===== config.mk =====
export PLATFORM = sky130hd
export DESIGN_NAME = mem_stage
export DESIGN_NICKNAME = d
export VERILOG_FILES = /design/src/rtl/mem_stage.sv
export SDC_FILE = /design/constraint.sdc
export NUM_CORES = 1
export LEC_CHECK = 0
export BUFFER_PORTS_ARGS = -buffer_cell sky130_fd_sc_hd__buf_4
export CAP_MARGIN = 25
export CORE_ASPECT_RATIO = 1.2
export CORE_UTILIZATION = 28
export CTS_CLUSTER_DIAMETER = 150
export CTS_CLUSTER_SIZE = 28
export DETAILED_ROUTE_END_ITERATION = 8
export HOLD_SLACK_MARGIN = 0.15
export PLACE_DENSITY = 0.5
export SLEW_MARGIN = 40
export SYNTH_ARGS = -nofsm -noshare
export SYNTH_HDL_FRONTEND = slang
export SYNTH_SLANG_ARGS = --single-unit

===== constraint.sdc =====
create_clock -name i_clk -period 7.1 [get_ports i_clk]
set_input_delay 0.355 -clock i_clk [delete_from_list [all_inputs] [get_ports i_clk]]
set_output_delay 0.355 -clock i_clk [all_outputs]
set_load 0.01 [all_outputs]

===== src/rtl/mem_stage.sv =====
// Memory-access stage of a 5-stage RV32 pipeline. Accepts the EX/MEM payload,
// runs a req/gnt/rvalid handshake to data memory for loads and stores, formats
// byte/half/word lanes, and registers the MEM/WB payload as a one-cycle retire pulse.
module mem_stage #(
  parameter int unsigned DMEM_TIMEOUT = 255
) (
  input  logic        i_clk,
  input  logic        i_reset,
  input  logic        i_valid,
  input  logic [31:0] i_ALUOutput,
  input  logic [31:0] i_rd2,
  input  logic [4:0]  i_write_reg,
  input  logic [2:0]  i_func3,
  input  logic        i_MemRead,
  input  logic        i_MemWrite,
  input  logic        i_MemToReg,
  input  logic        i_RegWrite,
  input  logic        i_branch,
  input  logic [31:0] i_AddSum,
  output logic        o_stall,
  output logic        o_dmem_req,
  output logic        o_dmem_we,
  output logic [31:0] o_dmem_addr,
  output logic [3:0]  o_dmem_be,
  output logic [31:0] o_dmem_wdata,
  input  logic        i_dmem_gnt,
  input  logic        i_dmem_rvalid,
  input  logic [31:0] i_dmem_rdata,
  output logic        o_wb_valid,
  output logic [31:0] o_wb_data,
  output logic [4:0]  o_wb_write_reg,
  output logic        o_wb_RegWrite,
  output logic        o_branch_taken,
  output logic [31:0] o_branch_target,
  output logic        o_mem_fault
);

  typedef enum logic [1:0] {IDLE, REQ, RESP} state_t;

  localparam logic [7:0] CNT_LAST = 8'(DMEM_TIMEOUT - 1);

  state_t      state;
  logic [31:0] addr_q;
  logic [31:0] rd2_q;
  logic [2:0]  func3_q;
  logic [4:0]  wreg_q;
  logic        we_q;
  logic        m2r_q;
  logic        rw_q;
  logic [7:0]  cnt;

  logic        in_fault;
  logic [3:0]  st_be;
  logic [31:0] st_wdata;
  logic        wb_rw_mem;

  // Select and extend the addressed byte/half of a read word.
  function automatic logic [31:0] fmt_load(input logic [2:0] f3, input logic [1:0] a,
                                           input logic [31:0] d);
    logic [7:0]  b;
    logic [15:0] h;
    b = d[{a, 3'b000} +: 8];
    h = a[1] ? d[31:16] : d[15:0];
    case (f3)
      3'd0:    fmt_load = {{24{b[7]}}, b};
      3'd1:    fmt_load = {{16{h[15]}}, h};
      3'd4:    fmt_load = {24'b0, b};
      3'd5:    fmt_load = {16'b0, h};
      default: fmt_load = d;
    endcase
  endfunction

  // Misalignment / illegal-encoding detection on the incoming payload.
  always_comb begin
    in_fault = 1'b0;
    if (i_MemWrite) begin
      if (i_func3 > 3'd2) in_fault = 1'b1;
    end else if (i_func3 == 3'd3 || i_func3 == 3'd6 || i_func3 == 3'd7) begin
      in_fault = 1'b1;
    end
    if (i_func3[1:0] == 2'd1 && i_ALUOutput[0]) in_fault = 1'b1;
    if (i_func3[1:0] == 2'd2 && i_ALUOutput[1:0] != 2'b00) in_fault = 1'b1;
  end

  // Store lane steering from the latched access.
  always_comb begin
    st_be    = 4'b1111;
    st_wdata = rd2_q;
    case (func3_q[1:0])
      2'd0: begin
        st_be    = 4'b0001 << addr_q[1:0];
        st_wdata = {4{rd2_q[7:0]}};
      end
      2'd1: begin
        st_be    = addr_q[1] ? 4'b1100 : 4'b0011;
        st_wdata = {2{rd2_q[15:0]}};
      end
      default: ;
    endcase
  end

  assign o_stall      = (state != IDLE);
  assign o_dmem_req   = (state == REQ);
  assign o_dmem_we    = o_dmem_req & we_q;
  assign o_dmem_addr  = o_dmem_req ? {addr_q[31:2], 2'b00} : 32'b0;
  assign o_dmem_be    = o_dmem_req ? st_be : 4'b0;
  assign o_dmem_wdata = (o_dmem_req && we_q) ? st_wdata : 32'b0;
  assign wb_rw_mem    = rw_q & (wreg_q != 5'd0) & ~we_q;

  // Access FSM plus retire register; o_wb_valid defaults low so it only pulses.
  always_ff @(posedge i_clk or posedge i_reset) begin
    if (i_reset) begin
      state           <= IDLE;
      cnt             <= 8'd0;
      addr_q          <= 32'b0;
      rd2_q           <= 32'b0;
      func3_q         <= 3'b0;
      wreg_q          <= 5'b0;
      we_q            <= 1'b0;
      m2r_q           <= 1'b0;
      rw_q            <= 1'b0;
      o_wb_valid      <= 1'b0;
      o_wb_data       <= 32'b0;
      o_wb_write_reg  <= 5'b0;
      o_wb_RegWrite   <= 1'b0;
      o_branch_taken  <= 1'b0;
      o_branch_target <= 32'b0;
      o_mem_fault     <= 1'b0;
    end else begin
      o_wb_valid <= 1'b0;
      case (state)
        IDLE: begin
          if (i_valid) begin
            addr_q         <= i_ALUOutput;
            rd2_q          <= i_rd2;
            func3_q        <= i_func3;
            wreg_q         <= i_write_reg;
            we_q           <= i_MemWrite;
            m2r_q          <= i_MemToReg;
            rw_q           <= i_RegWrite;
            cnt            <= 8'd0;
            o_wb_write_reg <= i_write_reg;
            if (!i_MemRead && !i_MemWrite) begin
              o_wb_valid      <= 1'b1;
              o_wb_data       <= i_ALUOutput;
              o_wb_RegWrite   <= i_RegWrite & (i_write_reg != 5'd0);
              o_branch_taken  <= i_branch;
              o_branch_target <= i_AddSum;
              o_mem_fault     <= 1'b0;
            end else if (in_fault) begin
              o_wb_valid      <= 1'b1;
              o_wb_data       <= i_ALUOutput;
              o_wb_RegWrite   <= 1'b0;
              o_branch_taken  <= 1'b0;
              o_branch_target <= 32'b0;
              o_mem_fault     <= 1'b1;
            end else begin
              state <= REQ;
            end
          end
        end
        REQ: begin
          if (i_dmem_gnt) begin
            if (we_q || i_dmem_rvalid) begin
              state           <= IDLE;
              o_wb_valid      <= 1'b1;
              o_wb_data       <= (m2r_q && !we_q) ?
                                 fmt_load(func3_q, addr_q[1:0], i_dmem_rdata) : addr_q;
              o_wb_RegWrite   <= wb_rw_mem;
              o_branch_taken  <= 1'b0;
              o_branch_target <= 32'b0;
              o_mem_fault     <= 1'b0;
            end else begin
              state <= RESP;
            end
          end
        end
        RESP: begin
          if (i_dmem_rvalid) begin
            state           <= IDLE;
            o_wb_valid      <= 1'b1;
            o_wb_data       <= m2r_q ? fmt_load(func3_q, addr_q[1:0], i_dmem_rdata) : addr_q;
            o_wb_RegWrite   <= wb_rw_mem;
            o_branch_taken  <= 1'b0;
            o_branch_target <= 32'b0;
            o_mem_fault     <= 1'b0;
          end else if (cnt == CNT_LAST) begin
            state           <= IDLE;
            o_wb_valid      <= 1'b1;
            o_wb_data       <= addr_q;
            o_wb_RegWrite   <= 1'b0;
            o_branch_taken  <= 1'b0;
            o_branch_target <= 32'b0;
            o_mem_fault     <= 1'b1;
          end else begin
            cnt <= cnt + 8'd1;
          end
        end
        default: state <= IDLE;
      endcase
    end
  end

endmodule


==> qor.yml, run 1 <==
outcome:
  outcome: "finished clean"
setup_path:
  cp.required_ps: 7410
  crit_type: "flip-flop to flip-flop"
  crit_path_end_kind: "flip-flop"
  cp_data_arrival_time_ps: 3450
  path_max_fanout: 84
  critPathLaunchType: "flip-flop"
sta:
  hold_violations: 0
  max-slew-margin-rel: 0.465
  tightest_slew_ps: 803
  tns_ps: 0
  skew_ps: 13.2
  period_share: 0.443
  period_needed_ps: 3140
  timing.fmax_ghz: 0.318
  rsz0062_at_grt: "false"
  slew_violations: 0
  finalSetupViolCount: 0
  whs_ps: 168
logic_synthesis:
  synth-main-ff-cell: "dfrtp_1"
  syn_area_per_cell_um2: 9.88
  synth-edff-count: 0
  async_reset_ff_frac: 1.00
  ys_ff_latch: 153
  seq_area_frac_synth: 0.470
  netlist_area_um2: 8150
  syn_inst: 825
  ys_types: 60
  yosys_warnings: 0
flow_run:
  maxCapViolations: 0
floorplan:
  die_h_um: 189
  die_w_um: 158
  core-area_um2: 28700
  start_util: 0.284
  fp-row-count: 68
  die_area_um2: 29800
  io_pins: 290
clocking:
  cts-root-buf: "clkbuf_16"
  numCtsBuffers: 17
  clk_latency_ps: 420
  clock_path_buffers: 2
  htreeDepth: 4
  cts.repair.resized: 0
  tritoncts: "built"
  clock_sinks: 153
  cts_setup_buffers: 0
  clkTransAtPathRegs_ps: 70
global_routing:
  grt_pass1_wl_um: 43200
  overflow: 0
  grt_pass1_vias: 7320
  gr-usage-all-layers: 0.194
  antenna_found_initial: 2
  grt_max_degree: 85
place:
  numPortBuffers: 287
  hpwl_um: 20400
  gp_congestion: 0.769
  placed_area_um2: 10700
power:
  power_density_nw_per_um2: 470
  finalPower_mw: 5.44
  p_leak_nw: 5.35
  ir_drop_uv: 182
routing:
  firstDrtPassIters: 4
  avgViaCountPerCell: 4.75
  ant_nets: 0
  dr_total_vias: 7159
  finalWirelength_um: 28700
  post-route-drc-count: 0
  wl_per_cell_um: 19.0
  drtIter0Drc: 381
layout:
  drive_gt1_frac: 0.395
  syn_to_final_growth_pct: 41.9
  nets: 1261
  final_cell_mix: "295 x buf_4, 152 x dfrtp_1, 135 x nand2_1"
  fin_area_um2: 11600
  mostFrequentLayoutCell: "buf_4"
worst_hold_path:
  hp-class: "input pin to flip-flop"
-- path summary, 6_finish.rpt --
path | start | endpoint | slack [ps] | cells past startpoint
max in group asynchronous | i_reset | rd2_q[28] | 5310 | 5
worst max-delay path | state[1] | o_wb_data[1] | 3960 | 9
min in group asynchronous | i_reset | o_branch_target[15] | 470 | 3
worst min-delay path | i_rd2[10] | rd2_q[10] | 170 | 2
worst max register to register | state[1] | o_wb_data[1] | 3960 | 9
worst min register to register | o_branch_target[31] | o_branch_target[31] | 480 | 2
-- kinds of logic (layout without fill, tap and decap cells) --
logic type	after synthesis	after routing	share of synthesized area
buffers and inverters	75	370	0.0405
and+or+nand+nor	303	303	0.167
adders and majority gates	6	6	0.00921
xor gates and xnor gates	2	2	0.00215
muxes	109	109	0.146
other	1	3	0.000460
DFF	153	153	0.470
AOI/OAI and AO/OA	176	176	0.165
-- through the flow --
step | setup WS [ps] | utilization | cells
2_1_floorplan | 2620 | - | 826
3_3_place_gp | 3470 | 0.370 | 1444
3_5_place_dp | 3710 | 0.372 | 1446
4_1_cts | 3700 | 0.402 | 1503
5_1_grt | 3630 | 0.404 | 1507
6_report | 3960 | 0.404 | 1507
-- repair_timing --
action	in CTS	in global routing
endpoints found under the setup margin	0	0
hold buffers	26	3
endpoints found under the hold margin	57	3
-- registers in the layout (all words and copies together) (netlist names) --
signal           cells
func3_q              3
rw_q                 1
rd2_q               32
o_mem_fault          1
wreg_q               5
we_q                 1
m2r_q                1
o_wb_data           32
addr_q              32
o_branch_taken       1
cnt                  8
o_wb_RegWrite        1
state                2
o_branch_target     32
o_wb_valid           1
-- worst max-delay path, stage by stage (launching register included) --
cell       delay [ps]
dfrtp_1           410
inv_1             120
ha_4              540
nor3b_1           370
a2111oi_2          90
o211ai_4          100
buf_4             500
buf_6             540
nor2_1            110
a22o_1            210
-- power breakdown --
group          switching [mW]  internal, mW
clock                   0.399         0.557
sequential              0.368          1.27
combinational            1.54          1.31
total                    2.31          3.13
-- Yosys cell counts, types with 3 or more instances --
cell | count | area [µm²]
dfrtp_1 | 153 | 3830
nand2_1 | 137 | 514
nor2_1 | 78 | 293
mux2_2 | 77 | 867
clkbuf_1 | 40 | 150
a21oi_1 | 33 | 165
and2_1 | 33 | 206
mux2i_1 | 30 | 300
o21ai_0 | 29 | 145
o31ai_1 | 17 | 128
buf_2 | 15 | 75.1
nor2b_1 | 13 | 81.3
o21ai_1 | 12 | 60.1
inv_1 | 11 | 41.3
a221oi_2 | 10 | 150
o31ai_2 | 10 | 125
a22o_1 | 9 | 78.8
a211oi_1 | 8 | 60.1
and3_1 | 8 | 50.1
o211ai_1 | 8 | 60.1
a221oi_1 | 7 | 61.3
a22oi_1 | 7 | 52.6
nand3_1 | 7 | 35.0
o2bb2ai_1 | 7 | 61.3
ha_1 | 6 | 75.1
nor3_1 | 5 | 25.0
buf_4 | 4 | 30.0
nand3b_1 | 4 | 30.0
buf_1 | 3 | 11.3
nand2b_1 | 3 | 18.8
-- layer usage --
layer | GRT usage | routed length [µm]
met1 | 0.240 | 12400
met2 | 0.330 | 14000
met3 | 0.0515 | 1940
met4 | 0.0489 | 351
met5 | 0 | 12
-- cell type report --
| class | count | area [µm²] |
|---|---|---|
| Antenna cell | 1 | 2.50 |
| Inverter | 11 | 46.3 |
| Clock buffer | 18 | 429 |
| Clock inverter | 13 | 170 |
| Multi-Input combinational cell | 598 | 4040 |
| Sequential cell | 153 | 3830 |
| Timing Repair Buffer | 328 | 2570 |
| Tap cell | 385 | 482 |
| Fill cell | 2883 | 17100 |
Power figures use the tool's default switching activity.
==> inputs of run 2 (changes only) <==
==> constraint.sdc (replaced) <==
create_clock -name i_clk -period 2.95 [get_ports i_clk]
set_input_delay 0.1475 -clock i_clk [delete_from_list [all_inputs] [get_ports i_clk]]
set_output_delay 0.1475 -clock i_clk [all_outputs]
set_load 0.01 [all_outputs]
==> qor.yml, run 2 (synthesized netlist as in run 1, its figures left out) <==
clocking:
  clock_sinks: 153  # unchanged
  tritoncts: "built"
  clkTransAtPathRegs_ps: 70  # about the same
  htreeDepth: 4  # unchanged
  cts-root-buf: "clkbuf_16"
  clk_latency_ps: 430  # about the same
  clock_path_buffers: 2  # unchanged
  numCtsBuffers: 17  # unchanged
  cts.repair.resized: 0  # unchanged
power:
  power_density_nw_per_um2: 1050  # +120%
  p_leak_nw: 5.80  # +8.5%
  ir_drop_uv: 711  # +290%
global_routing:
  grt_max_degree: 135  # +59%
  gr-usage-all-layers: 0.199  # +0.00565
  antenna_found_initial: 2  # unchanged
  overflow: 0  # unchanged
  grt_pass1_wl_um: 44900  # +3.9%
  grt_pass1_vias: 7916  # +8.1%
place:
  dp_cells: 1457  # +0.76%
  numPortBuffers: 287  # unchanged
  gp_congestion: 0.760  # -1.1%
  hpwl_um: 21100  # +3.1%
  placed_area_um2: 10800  # +1.1%
floorplan:
  start_util: 0.284  # unchanged
  fp-row-count: 68  # unchanged
  die_h_um: 189  # unchanged
  die_area_um2: 29800  # unchanged
  io_pins: 290  # unchanged
  die_w_um: 158  # unchanged
  core-area_um2: 28700  # unchanged
setup_path:
  regToRegSetupSlack_ps: 430  # -3520 ps
  r2r_start: "state[0]"
  crit_type: "flip-flop to flip-flop"
  reg2regPathDepth: 9  # unchanged
  critPathLaunch: "state[0]"
  cp.required_ps: 3270  # -4140 ps
  path_max_fanout: 17  # -80%
  cp_data_arrival_time_ps: 2830  # -620 ps
  crit_path_end_kind: "flip-flop"
  r2r_end: "o_wb_data[24]"
  critPathLaunchType: "flip-flop"
sta:
  slew_violations: 0  # unchanged
  tightest_slew_ps: 608  # -194 ps
  max-slew-margin-rel: 0.593  # +0.129
  period_share: 0.853  # +0.410
  finalSetupViolCount: 0  # unchanged
  hold_violations: 0  # unchanged
  tns_ps: 0  # unchanged
  skew_ps: 14.3  # +1.10 ps
  whs_ps: 173  # +4.82 ps
  rsz0062_at_grt: "false"
  period_needed_ps: 2520  # -627 ps
  timing.fmax_ghz: 0.397  # +25%
layout:
  syn_to_final_growth_pct: 54.6
  fin_area_um2: 12600  # +9.0%
  multi_input_area_um2: 4030  # -0.31%
  nets: 1366  # +8.3%
  final_cell_mix: "304 x buf_4, 152 x dfrtp_1, 136 x nand2_1"
  fin_util: 0.440  # +0.0362
  mostFrequentLayoutCell: "buf_4"
  n_fill_cell: 2816  # -2.3%
  drive_gt1_frac: 0.371  # -0.0244
  fin_cells: 1613  # +7.0%
  ff_latch_area_um2: 3830  # about the same
routing:
  routed-wl-met3_um: 1970  # +1.5%
  wl_met2_um: 14400  # +2.7%
  dr_total_vias: 7533  # +5.2%
  finalWirelength_um: 29600  # +3.1%
  drtIter0Drc: 338  # -11%
  top_layer_used: "met5"
  wl_met1_um: 12600  # +1.6%
  firstDrtPassIters: 6  # +2
  wl_per_cell_um: 18.3  # -3.7%
  avgViaCountPerCell: 4.67  # -1.7%
  ant_nets: 0  # unchanged
  post-route-drc-count: 0  # unchanged
worst_hold_path:
  min_path_cells: 3  # +1
  holdPathEnd: "o_wb_data[21]"
  hp-class: "input pin to flip-flop"
  min_from: "i_dmem_rdata[21]"
flow_run:
  maxCapViolations: 0  # unchanged
outcome:
  outcome: "finished clean"
[run 2: changes by cell type in the layout (fill, tap and decap cells not counted), moves of 2 or more]
cell,delta
clkbuf_8,+2
buf_4,+9
buf_12,+6
dlygate4sd3_1,+94
clkinv_4,+5
buf_6,-3
bufinv_16,-2
[run 2: worst max path at each step]
stage               endpoint  slack [ps]  cells past startpoint
2_1_floorplan  o_wb_data[27]         860                     10
3_3_place_gp   o_wb_data[26]         390                      7
3_5_place_dp   o_wb_data[24]         440                      9
4_1_cts        o_wb_data[24]         410                      9
5_1_grt        o_wb_data[24]         200                      9
6_report       o_wb_data[24]         430                      9
[run 2: metrics by stage]
stage | power (mW) | setup slack [ps]
after floorplan | 8.14 | 857
after global placement | 10.9 | 389
after detailed placement | 11.0 | 436
after CTS | 13.4 | 413
after global routing | 14.2 | 203
final | 13.2 | 434
[run 2: layer usage]
layer / GRT usage / up-vias
met1: 0.239 / 3592
met3: 0.0531 / 26
li1: - / 3677
met2: 0.345 / 236
met4: 0.0605 / 2
met5: 0 / -
[run 2: final cells by class]
| class | count | area share |
|---|---|---|
| diodes | 1 | 0.000198 |
| flip-flops and latches | 153 | 0.304 |
| multi-input cells | 598 | 0.320 |
| inverters | 11 | 0.00357 |
| repair buffers | 433 | 0.288 |
| well taps | 385 | 0.0382 |
| clock buffers | 19 | 0.0359 |
| clock inverters | 13 | 0.0106 |
[run 2: power by group]
| part | internal, mW | switching [mW] |
|---|---|---|
| combinational | 3.35 | 3.79 |
| sequential | 3.06 | 0.825 |
| clock | 1.23 | 0.996 |
[run 2: timing repair]
item | 4_1_cts | 5_1_grt
buffers inserted | 0 | 0
endpoints found under the hold margin | 251 | 0
hold buffers | 123 | 0
setup endpoints to repair | 0 | 0
[run 2: critical path, cell delays in order (launching register included)]
cell	delay, ps
dfrtp_1	420
inv_1	100
ha_1	370
and2_1	250
o21ai_4	80
buf_4	230
o41ai_4	280
buf_4	330
a221oi_1	90
o31ai_1	260
